File: config.mk
export PLATFORM = sky130hd
export DESIGN_NAME = serial_pattern_tx
export DESIGN_NICKNAME = d
export VERILOG_FILES = /design/src/rtl/serial_pkg.sv /design/src/rtl/bit_tick_gen.sv /design/src/rtl/serial_pattern_tx.sv
export SDC_FILE = /design/constraint.sdc
export NUM_CORES = 1
export LEC_CHECK = 0
export ABC_AREA = 1
export CAP_MARGIN = 20
export CORE_ASPECT_RATIO = 0.9
export CORE_UTILIZATION = 54
export DETAILED_ROUTE_END_ITERATION = 10
export PLACE_DENSITY = 0.81
export SYNTH_ARGS = -nofsm -noshare
export SYNTH_HDL_FRONTEND = slang
export SYNTH_SLANG_ARGS = --single-unit
File: constraint.sdc
create_clock -name clock -period 3.7 [get_ports clock]
set_input_delay 0.74 -clock clock [delete_from_list [all_inputs] [get_ports clock]]
set_output_delay 0.74 -clock clock [all_outputs]
set_load 0.02 [all_outputs]
File: src/rtl/serial_pkg.sv
// Shared types and constants for the serial pattern transmitter.
package serial_pkg;

  typedef enum logic [1:0] {
    IDLE  = 2'd0,
    SHIFT = 2'd1,
    GAP   = 2'd2
  } tx_state_t;

  localparam int DEF_WIDTH      = 8;
  localparam int DEF_BIT_CYCLES = 1;
  localparam int DEF_GAP_CYCLES = 2;

  // Counter width for values 0..n-1, never narrower than one bit.
  function automatic int clog2_min1(input int n);
    return (n <= 2) ? 1 : $clog2(n);
  endfunction

endpackage

File: src/rtl/bit_tick_gen.sv
// Bit-period timer: pulses tick on the last cycle of every BIT_CYCLES-long
// enabled window; the count restarts from zero whenever enable drops.
module bit_tick_gen
  import serial_pkg::*;
#(
  parameter int BIT_CYCLES = DEF_BIT_CYCLES
) (
  input  logic clock,
  input  logic reset,
  input  logic enable,
  output logic tick
);

  localparam int TW = clog2_min1(BIT_CYCLES);
  localparam logic [TW-1:0] T_LAST = TW'(BIT_CYCLES - 1);

  logic [TW-1:0] timer_q;
  logic [TW-1:0] timer_d;

  assign tick = enable && (timer_q == T_LAST);

  // Next timer value: count while enabled, reload on terminal count or disable.
  always_comb begin
    timer_d = timer_q;
    if (!enable || tick) begin
      timer_d = '0;
    end else begin
      timer_d = timer_q + 1'b1;
    end
  end

  // Timer register with synchronous reset.
  always_ff @(posedge clock) begin
    if (reset) begin
      timer_q <= '0;
    end else begin
      timer_q <= timer_d;
    end
  end

endmodule

File: src/rtl/serial_pattern_tx.sv
// Parallel-to-serial pattern transmitter with valid/ready input handshake
// and an idle gap between frames.
//
// state | meaning
// IDLE  | waiting for a word, pronto high, saida at idle level
// SHIFT | frame bits on saida, each held BIT_CYCLES cycles
// GAP   | idle level for GAP_CYCLES cycles before accepting again
module serial_pattern_tx
  import serial_pkg::*;
#(
  parameter int   WIDTH      = DEF_WIDTH,
  parameter int   BIT_CYCLES = DEF_BIT_CYCLES,
  parameter int   GAP_CYCLES = DEF_GAP_CYCLES,
  parameter bit   MSB_FIRST  = 1'b1,
  parameter logic IDLE_LEVEL = 1'b0
) (
  input  logic             clock,
  input  logic             reset,
  input  logic [WIDTH-1:0] dado,
  input  logic             valido,
  output logic             pronto,
  output logic             saida,
  output logic             bit_valido,
  output logic             fim
);

  localparam int IW = clog2_min1(WIDTH);
  localparam int GW = clog2_min1(GAP_CYCLES + 1);
  localparam logic [IW-1:0] IDX_LAST = IW'(WIDTH - 1);
  localparam logic [GW-1:0] GAP_LAST = GW'((GAP_CYCLES > 0) ? GAP_CYCLES - 1 : 0);

  tx_state_t      state_q, state_d;
  logic [WIDTH-1:0] shreg_q, shreg_d;
  logic [IW-1:0]  idx_q, idx_d;
  logic [GW-1:0]  gap_q, gap_d;
  logic           saida_q, saida_d;
  logic           bit_valido_q, bit_valido_d;
  logic           pronto_q, pronto_d;
  logic           tick;

  bit_tick_gen #(
    .BIT_CYCLES(BIT_CYCLES)
  ) u_tick (
    .clock (clock),
    .reset (reset),
    .enable(state_q == SHIFT),
    .tick  (tick)
  );

  // Next-state, datapath and output-register inputs.
  always_comb begin
    state_d = state_q;
    shreg_d = shreg_q;
    idx_d   = idx_q;
    gap_d   = gap_q;
    case (state_q)
      IDLE: begin
        if (valido && pronto_q) begin
          state_d = SHIFT;
          shreg_d = dado;
          idx_d   = '0;
        end
      end
      SHIFT: begin
        if (tick) begin
          if (idx_q == IDX_LAST) begin
            state_d = (GAP_CYCLES == 0) ? IDLE : GAP;
            gap_d   = '0;
          end else begin
            idx_d   = idx_q + 1'b1;
            shreg_d = MSB_FIRST ? (shreg_q << 1) : (shreg_q >> 1);
          end
        end
      end
      GAP: begin
        if (gap_q == GAP_LAST) begin
          state_d = IDLE;
          gap_d   = '0;
        end else begin
          gap_d = gap_q + 1'b1;
        end
      end
      default: state_d = IDLE;
    endcase
    // The bit currently being sent always sits at the exit end of shreg.
    pronto_d     = (state_d == IDLE);
    bit_valido_d = (state_d == SHIFT);
    if (state_d == SHIFT) begin
      saida_d = MSB_FIRST ? shreg_d[WIDTH-1] : shreg_d[0];
    end else begin
      saida_d = IDLE_LEVEL;
    end
  end

  // State, datapath and registered outputs with synchronous reset.
  always_ff @(posedge clock) begin
    if (reset) begin
      state_q      <= IDLE;
      shreg_q      <= '0;
      idx_q        <= '0;
      gap_q        <= '0;
      saida_q      <= IDLE_LEVEL;
      bit_valido_q <= 1'b0;
      pronto_q     <= 1'b0;
    end else begin
      state_q      <= state_d;
      shreg_q      <= shreg_d;
      idx_q        <= idx_d;
      gap_q        <= gap_d;
      saida_q      <= saida_d;
      bit_valido_q <= bit_valido_d;
      pronto_q     <= pronto_d;
    end
  end

  assign pronto     = pronto_q;
  assign saida      = saida_q;
  assign bit_valido = bit_valido_q;
  // Final cycle of the last bit, decoded from registered state and timer.
  assign fim        = (state_q == SHIFT) && (idx_q == IDX_LAST) && tick;

endmodule

==> results.sh, run 1 <==
export IMPL_fin_crit_sh_pct=74.2
export IMPL_antenna_found_initial=0
export IMPL_hpwl_um=1280
export IMPL_cts_tree="built"
export IMPL_total_power_mw=0.413
export IMPL_via_count=816
export IMPL_routedWlPerCell_um=11.1
export IMPL_grt_pass1_vias=644
export IMPL_hold_class="reg -> reg"
export IMPL_worstPathArrival_ps=2010
export IMPL_path_delay_family="buffers and inverters"
export IMPL_clk_latency_ps=290
export IMPL_clock_skew_ps=1.74
export IMPL_path_buf_inv=3
export IMPL_die_w_um=44.8
export IMPL_pin_count=15
export IMPL_dr_pass1_iters=4
export IMPL_cts_setup_buffers=0
export IMPL_maxSlewViolCount=0
export IMPL_required_ps=2960
export IMPL_ir_drop_mv=0.379
export IMPL_cp_max_fo=5
export IMPL_cap_violations=0
export IMPL_dieArea_um2=1820
export IMPL_crit_type="reg -> out"
export IMPL_use_met3_pct=6.76
export IMPL_grt_pass1_wl_um=2790
export IMPL_antenna_left=0
export IMPL_routed_wl_um=1800
export IMPL_die_h_um=40.5
export IMPL_drive_gt1_share_pct=9.29
export IMPL_io_buffers=14
export IMPL_syn_cell_area_um2=891
export IMPL_core_area_um2=1500
export IMPL_rows=13
export IMPL_crit_chain="ha_1 -> ha_1 -> inv_1 -> nor2_1 -> nand2_1 -> inv_1 -> clkdlybuf4s50_1"
export IMPL_tns_ps=0
export IMPL_synth_seq_cells=19
export IMPL_yosysUniqueCellTypes=20
export IMPL_groute_usage_overall_pct=22.6
export IMPL_cts_sinks=19
export IMPL_yosysWarnings=0
export IMPL_use_met2_pct=38.6
export IMPL_fin_util_pct=72.2
export IMPL_finalNetCount=154
export IMPL_start_util_pct=59.5
export IMPL_powerDensity_nw_per_um2=382
export IMPL_cts_made_buffers=3
export IMPL_grt_overflow=0
export IMPL_final_cell_mix="24 x nor2_1, 20 x nand2_1, 19 x nand3_1, 19 x dfxtp_1, 14 x clkdlybuf4s50_1"
export IMPL_grt_max_degree=13
export IMPL_finalWeightedCongestion=0.788
export IMPL_critPathSlowestCell="clkdlybuf4s50_1"
export IMPL_htreeDepth=1
export IMPL_hold_violations=0
export IMPL_synthCells=123
export IMPL_grt_met1_usage_pct=27.9
export IMPL_end_kind="output pin"
export IMPL_min_period_ps=2750
export IMPL_synthToLayoutAreaGrowth_pct=21.3
export IMPL_cp_start_kind="register"
export IMPL_yosysTopAreaCell="dfxtp_1"
export IMPL_synth_top_area_share_pct=42.7
export IMPL_ctsResizeCount=0
export IMPL_seq_area_frac_synth_pct=42.7
export IMPL_antenna_cells=0
export IMPL_cts_hold_buf=0
export IMPL_drcViolationCount=0
export IMPL_cts_root_buf="clkbuf_4"
export IMPL_fmax_mhz=364
export IMPL_path_clk_slew_ps=110
export IMPL_slowest_delay_ps=590
export IMPL_vias_per_cell=5.04
export IMPL_syn_avg_cell_area_um2=7.24
export IMPL_finalSetupViolCount=0
export IMPL_cts_buffer_depth=2
export IMPL_grt_busiest_layer="met2"
export IMPL_status="complete, no violations"
export IMPL_synth_nets=136
export IMPL_drt_iter0_markers=31
export IMPL_rsz0062_at_grt="no"
export IMPL_final_common_cell="nor2_1"
export IMPL_p_leak_nw=0.509
export IMPL_synth_area_leaders="dfxtp_1 43%, nand3_1 11%, nor2_1 10%"
-- kinds of logic (layout without fill, tap and decap cells) --
kind of cell / after synthesis / after routing / synth area share (%)
flip-flops: 19 / 19 / 42.7
other: 1 / 1 / 0.421
AO/OA/AOI/OAI: 11 / 11 / 6.60
AND/OR/NAND/NOR: 75 / 75 / 40.7
adder cells (fa/ha/maj): 2 / 2 / 2.81
buffers and inverters: 15 / 32 / 6.74
-- area by class of cell --
cell class | count | area, µm²
Clock buffer | 3 | 22.5
Clock inverter | 1 | 5.00
Fill cell | 135 | 415
Inverter | 14 | 55.1
Multi-Input combinational cell | 89 | 450
Sequential cell | 19 | 380
Tap cell | 22 | 27.5
Timing Repair Buffer | 14 | 140
-- cells in the mapped netlist --
master / instances
a21oi_1: 6
nand2_2: 1
inv_1: 11
clkinv_1: 1
o21ai_2: 1
nor2_2: 1
nand3_1: 19
conb_1: 1
o21ai_0: 3
nor2_1: 24
buf_2: 1
dfxtp_1: 19
inv_2: 1
nor2_4: 2
ha_1: 2
nand2_1: 20
nand3b_1: 6
inv_4: 1
nand2_4: 2
o21ai_1: 1
-- where the power goes --
group          total [mW]  internal [mW]  switching [mW]
logic              0.0819         0.0356          0.0464
registers           0.227          0.220         0.00782
clock network       0.104         0.0403          0.0634
-- state kept, by name (all words and copies together), names as in the netlist --
| name | count |
|---|---|
| shreg_q | 8 |
| saida | 1 |
| idx_q | 3 |
| pronto | 1 |
| u_tick.timer_q | 1 |
| bit_valido | 1 |
| gap_q | 2 |
| state_q | 2 |
-- final timing paths --
path              depth (start not counted)      from  slack [ps]    endpoint
hold reg to reg                           2  gap_q[1]         450    gap_q[1]
setup / recovery                          7  idx_q[0]         950         fim
hold / removal                            2  gap_q[1]         450    gap_q[1]
setup reg to reg                          8  idx_q[0]        2030  shreg_q[5]
-- metrics by stage --
stage	hold WS (ps)	setup slack (ps)	std cells	cell area [µm²]
2_1_floorplan	417	1870	123	891
3_3_place_gp	428	1340	158	1050
3_5_place_dp	434	1290	158	1050
4_1_cts	450	942	162	1080
5_1_grt	487	776	162	1080
6_report	446	954	162	1080
-- routing by layer --
| layer | vias up | routed length (µm) | share of wire [%] |
|---|---|---|---|
| li1 | 428 | - | - |
| met1 | 360 | 858 | 48 |
| met2 | 26 | 820 | 46 |
| met3 | 2 | 104 | 5.8 |
| met4 | 0 | 14 | 0.78 |
| met5 | - | 0 | 0 |
-- tightest hold or removal path: stages, from the launching register on --
cell     delay, ps
dfxtp_1        320
nand2_1         60
a21oi_1         40
(Power assumes the default switching activity.)
==> inputs of run 2 (changes only) <==
- CORE_UTILIZATION: 54 -> 45
- PLACE_DENSITY: 0.81 -> 0.72
- clock period: 3.7 -> 2.5 ns (I/O delays scaled with it)
==> run 2 against run 1 <==
Against the previous run: count of clock-buffer cells in the layout increased by 1; die area increased by 19%; critical path depth unchanged; sequential share of layout area decreased by 0.12 points; critical endpoint unchanged; highest routed layer unchanged.
==> results.sh, run 2 (synthesized netlist as in run 1, its figures left out) <==
export IMPL_dr_pass1_iters=4
export IMPL_tns_ps=0
export IMPL_cap_violations=0
export IMPL_vias_per_cell=4.88
export IMPL_die_w_um=48.9
export IMPL_path_clk_slew_ps=100
export IMPL_hold_class="reg -> reg"
export IMPL_largest_reg_flops=8
export IMPL_fin_area_um2=1080
export IMPL_routed_wl_um=1740
export IMPL_cts_sinks=19
export IMPL_cts_buffer_depth=2
export IMPL_drive_gt1_share_pct=8.57
export IMPL_cts_made_buffers=3
export IMPL_maxSlewViolCount=0
export IMPL_cts_tree="built"
export IMPL_crit_type="reg -> out"
export IMPL_final_common_cell="nor2_1"
export IMPL_core_area_um2=1770
export IMPL_start_util_pct=50.4
export IMPL_largest_registers="shreg_q x8, idx_q x3"
export IMPL_antenna_left=0
export IMPL_pin_count=15
export IMPL_grt_pass1_vias=717
export IMPL_end_kind="output pin"
export IMPL_fin_crit_sh_pct=83.9
export IMPL_clk_latency_ps=290
export IMPL_cp_max_fo=5
export IMPL_nFillCells=169
export IMPL_via_count=800
export IMPL_finalWeightedCongestion=0.745
export IMPL_grt_max_degree=13
export IMPL_min_period_ps=2100
export IMPL_p_leak_nw=0.525
export IMPL_drt_iter0_markers=18
export IMPL_groute_usage_overall_pct=18.1
export IMPL_top_register="shreg_q"
export IMPL_grt_overflow=0
export IMPL_multi_input_comb_area_um2=450
export IMPL_io_buffers=14
export IMPL_antenna_cells=0
export IMPL_clock_skew_ps=2.86
export IMPL_cp_start_kind="register"
export IMPL_placed_cell_area_um2=1060
export IMPL_regArea_um2=380
export IMPL_finalNetCount=154
export IMPL_ctsResizeCount=0
export IMPL_drcViolationCount=0
export IMPL_grt_pass1_wl_um=2930
export IMPL_cts_root_buf="clkbuf_4"
export IMPL_powerDensity_nw_per_um2=555
export IMPL_antenna_found_initial=0
export IMPL_status="complete, no violations"
export IMPL_required_ps=2000
export IMPL_fmax_mhz=477
export IMPL_worstPathArrival_ps=1600
export IMPL_die_h_um=44.2
export IMPL_rows=14
export IMPL_hpwl_um=1230
export IMPL_dieArea_um2=2160
export IMPL_rsz0062_at_grt="no"
export IMPL_hold_violations=0
export IMPL_cts_hold_buf=0
export IMPL_synthToLayoutAreaGrowth_pct=21.8
export IMPL_htreeDepth=1
export IMPL_final_cell_mix="24 x nor2_1, 20 x nand2_1, 19 x nand3_1, 19 x dfxtp_1, 13 x clkdlybuf4s50_1"
export IMPL_cts_setup_buffers=0
export IMPL_routedWlPerCell_um=10.6
export IMPL_ir_drop_mv=0.393
export IMPL_finalSetupViolCount=0
-- run 2: changes by cell type in the layout (fill, tap and decap cells not counted) --
cell | previous run | this run
clkdlybuf4s50_1 | 14 | 13
clkinv_2 | 1 | 0
clkbuf_1 | 0 | 1
dlymetal6s2s_1 | 0 | 1
-- run 2: layout make-up --
| type | instances | share of cell area, % |
|---|---|---|
| clock buffers | 4 | 2.42 |
| inverters | 14 | 5.07 |
| well taps | 24 | 2.77 |
| repair buffers | 14 | 13.1 |
| flip-flops and latches | 19 | 35.1 |
| multi-input cells | 89 | 41.5 |
-- run 2: per-layer routing --
metal,up-vias,global-route usage [%],wire (µm)
li1,428,-,-
met1,352,22.6,850
met2,16,30.0,785
met3,4,3.09,64
met4,0,10.6,35
met5,-,0,0
-- run 2: final timing paths --
kind | cells after the start | startpoint | slack [ps] | to
worst max-delay path | 7 | idx_q[0] | 400 | fim
worst min-delay path | 2 | gap_q[1] | 450 | gap_q[1]
worst max register to register | 8 | idx_q[0] | 840 | shreg_q[1]
worst min register to register | 2 | gap_q[1] | 450 | gap_q[1]
-- run 2: critical path: stages (launching register included) --
cell	delay [ps]
dfxtp_1	370
ha_1	150
ha_1	170
inv_1	40
nor2_1	140
nand2_1	140
inv_1	80
dlymetal6s2s_1	210
-- run 2: report_power, final --
part / leakage (nW) / total (mW) / switching, mW / internal (mW)
clock: 0.0150 / 0.146 / 0.0845 / 0.0620
sequential: 0.156 / 0.337 / 0.0118 / 0.325
combinational: 0.354 / 0.119 / 0.0667 / 0.0523
-- run 2: through the flow --
| step | total power [mW] | setup WS [ps] | util (%) | hold WS, ps | std cells |
|---|---|---|---|---|---|
| after detailed placement | 0.463 | 356 | 59.7 | 434 | 160 |
| after floorplan | 0.422 | 911 | - | 417 | 123 |
| after CTS | 0.611 | 8.26 | 61.2 | 452 | 164 |
| final | 0.602 | 402 | 61.3 | 449 | 164 |
| after global routing | 0.640 | 272 | 61.3 | 485 | 164 |
| after global placement | 0.460 | 368 | 59.7 | 432 | 160 |
==> inputs of run 3 (changes only) <==
- CORE_UTILIZATION: 45 -> 50
- PLACE_DENSITY: 0.72 -> 0.76
- clock period: 2.5 -> 2 ns (I/O delays scaled with it)
==> run 3 against run 2 <==
Against the previous run: via count increased by 4.1%; power increased by 29%; sequential power increased by 25%; clock skew increased by 5.1 ps; count of clock-buffer cells in the layout decreased by 1; critical path depth unchanged; wire length increased by 1.4%; highest routed layer unchanged; global-route usage increased by 2.1 points; critical endpoint unchanged; register-to-register slack got worse by 380 ps; worst hold slack about the same; largest cell class unchanged.
==> results.sh, run 3 (synthesized netlist as in run 1, its figures left out) <==
export IMPL_vias_per_cell=4.90
export IMPL_antenna_cells=0
export IMPL_cts_root_buf="clkbuf_4"
export IMPL_whs_ps=449
export IMPL_status="complete, no violations"
export IMPL_hold_class="reg -> reg"
export IMPL_tns_ps=0
export IMPL_drt_iter0_markers=4
export IMPL_routedWlPerCell_um=10.4
export IMPL_synthToLayoutAreaGrowth_pct=26.8
export IMPL_htreeDepth=1
export IMPL_largest_reg_flops=8
export IMPL_finalNetCount=160
export IMPL_finalWeightedCongestion=0.745
export IMPL_dr_pass1_iters=2
export IMPL_cap_violations=0
export IMPL_pin_count=15
export IMPL_rsz0062_at_grt="no"
export IMPL_antenna_left=0
export IMPL_antenna_found_initial=0
export IMPL_dieArea_um2=1950
export IMPL_end_kind="output pin"
export IMPL_power_frac_seq_pct=54.2
export IMPL_ir_drop_mv=0.486
export IMPL_crit_type="reg -> out"
export IMPL_fin_cells=170
export IMPL_grt_pass1_wl_um=2880
export IMPL_power_internal_mw=0.555
export IMPL_powerDensity_nw_per_um2=688
export IMPL_total_power_mw=0.777
export IMPL_die_h_um=42.0
export IMPL_dp_cells=165
export IMPL_finalSetupViolCount=0
export IMPL_p_sw_mw=0.223
export IMPL_core_area_um2=1660
export IMPL_largest_registers="shreg_q x8, idx_q x3"
export IMPL_maxSlewViolCount=0
export IMPL_rows=14
export IMPL_setup_ws_ps=185
export IMPL_drcViolationCount=0
export IMPL_p_leak_nw=0.544
export IMPL_via_count=833
export IMPL_path_clk_slew_ps=110
export IMPL_cts_buffer_depth=2
export IMPL_groute_usage_overall_pct=20.2
export IMPL_cts_made_buffers=3
export IMPL_post_place_ws_ps=-18.6
export IMPL_cts_sinks=19
export IMPL_final_common_cell="nor2_1"
export IMPL_clk_latency_ps=300
export IMPL_clock_skew_ps=7.92
export IMPL_start_util_pct=53.5
export IMPL_nFillCells=152
export IMPL_required_ps=1600
export IMPL_top_register="shreg_q"
export IMPL_fmax_mhz=551
export IMPL_min_period_ps=1820
export IMPL_cp_start_kind="register"
export IMPL_fin_crit_sh_pct=90.8
export IMPL_worstPathArrival_ps=1420
export IMPL_cts_hold_buf=0
export IMPL_grt_max_degree=13
export IMPL_hold_violations=0
export IMPL_die_w_um=46.5
export IMPL_hpwl_um=1290
export IMPL_pwr_share_comb_pct=20.5
export IMPL_routed_wl_um=1760
export IMPL_grt_overflow=0
export IMPL_io_buffers=14
export IMPL_grt_pass1_vias=712
export IMPL_swShare_pct=28.6
export IMPL_cts_tree="built"
export IMPL_drive_gt1_share_pct=15.8
export IMPL_cp_max_fo=5
export IMPL_final_cell_mix="23 x nor2_1, 19 x nand2_1, 19 x nand3_1"
export IMPL_pwr_share_clk_pct=25.3
[run 3: layer usage]
layer  up-vias  global-route usage, %  routed length, µm
li1        439                      -                  -
met1       380                   26.9                829
met2         9                   31.9                861
met3         5                   2.59                 37
met4         0                   8.82                 31
met5         -                      0                  0
[run 3: cell type report]
class / count / area, µm² / share of cell area, %
multi-input combinational: 89 / 455 / 40.3
sequential: 19 / 382 / 33.8
timing repair buffer: 20 / 180 / 15.9
inverter: 14 / 55.1 / 4.87
tap: 24 / 30.0 / 2.66
clock buffer: 3 / 22.5 / 1.99
clock inverter: 1 / 5.00 / 0.443
[run 3: worst max-delay path, stage by stage, from the launching register on]
cell and delay [ps]:
dfxtp_2 340, ha_1 190, ha_1 190, inv_1 70, nor2_2 40, nand2_2 100
inv_1 40, buf_2 150
[run 3: path summary, 6_finish.rpt]
path | depth (start not counted) | endpoint | slack [ps] | start
worst max-delay path | 7 | fim | 180 | idx_q[0]
worst min-delay path | 2 | gap_q[1] | 450 | gap_q[1]
worst max register to register | 9 | shreg_q[1] | 460 | idx_q[0]
worst min register to register | 2 | gap_q[1] | 450 | gap_q[1]
[run 3: stage by stage]
stage	instance area [µm²]	utilization (%)
floorplan	891	-
global placement	1090	65.7
detailed placement	1090	65.7
CTS	1120	67.5
global route	1130	67.9
finish	1130	67.9
[run 3: power by group through the flow]
| stage | logic [mW] | clock network [mW] | registers (mW) |
|---|---|---|---|
| 6_report | 0.159 | 0.197 | 0.421 |
| 5_1_grt | 0.179 | 0.213 | 0.424 |
| 4_1_cts | 0.157 | 0.201 | 0.422 |
| 3_5_place_dp | 0.157 | 0 | 0.430 |
| 3_3_place_gp | 0.152 | 0 | 0.428 |
| 2_1_floorplan | 0.0959 | 0 | 0.432 |
[run 3: repair_timing]
action	4_1_cts	5_1_grt
setup buffers	0	1
setup endpoints to repair	1	1
gates resized for setup	4	3
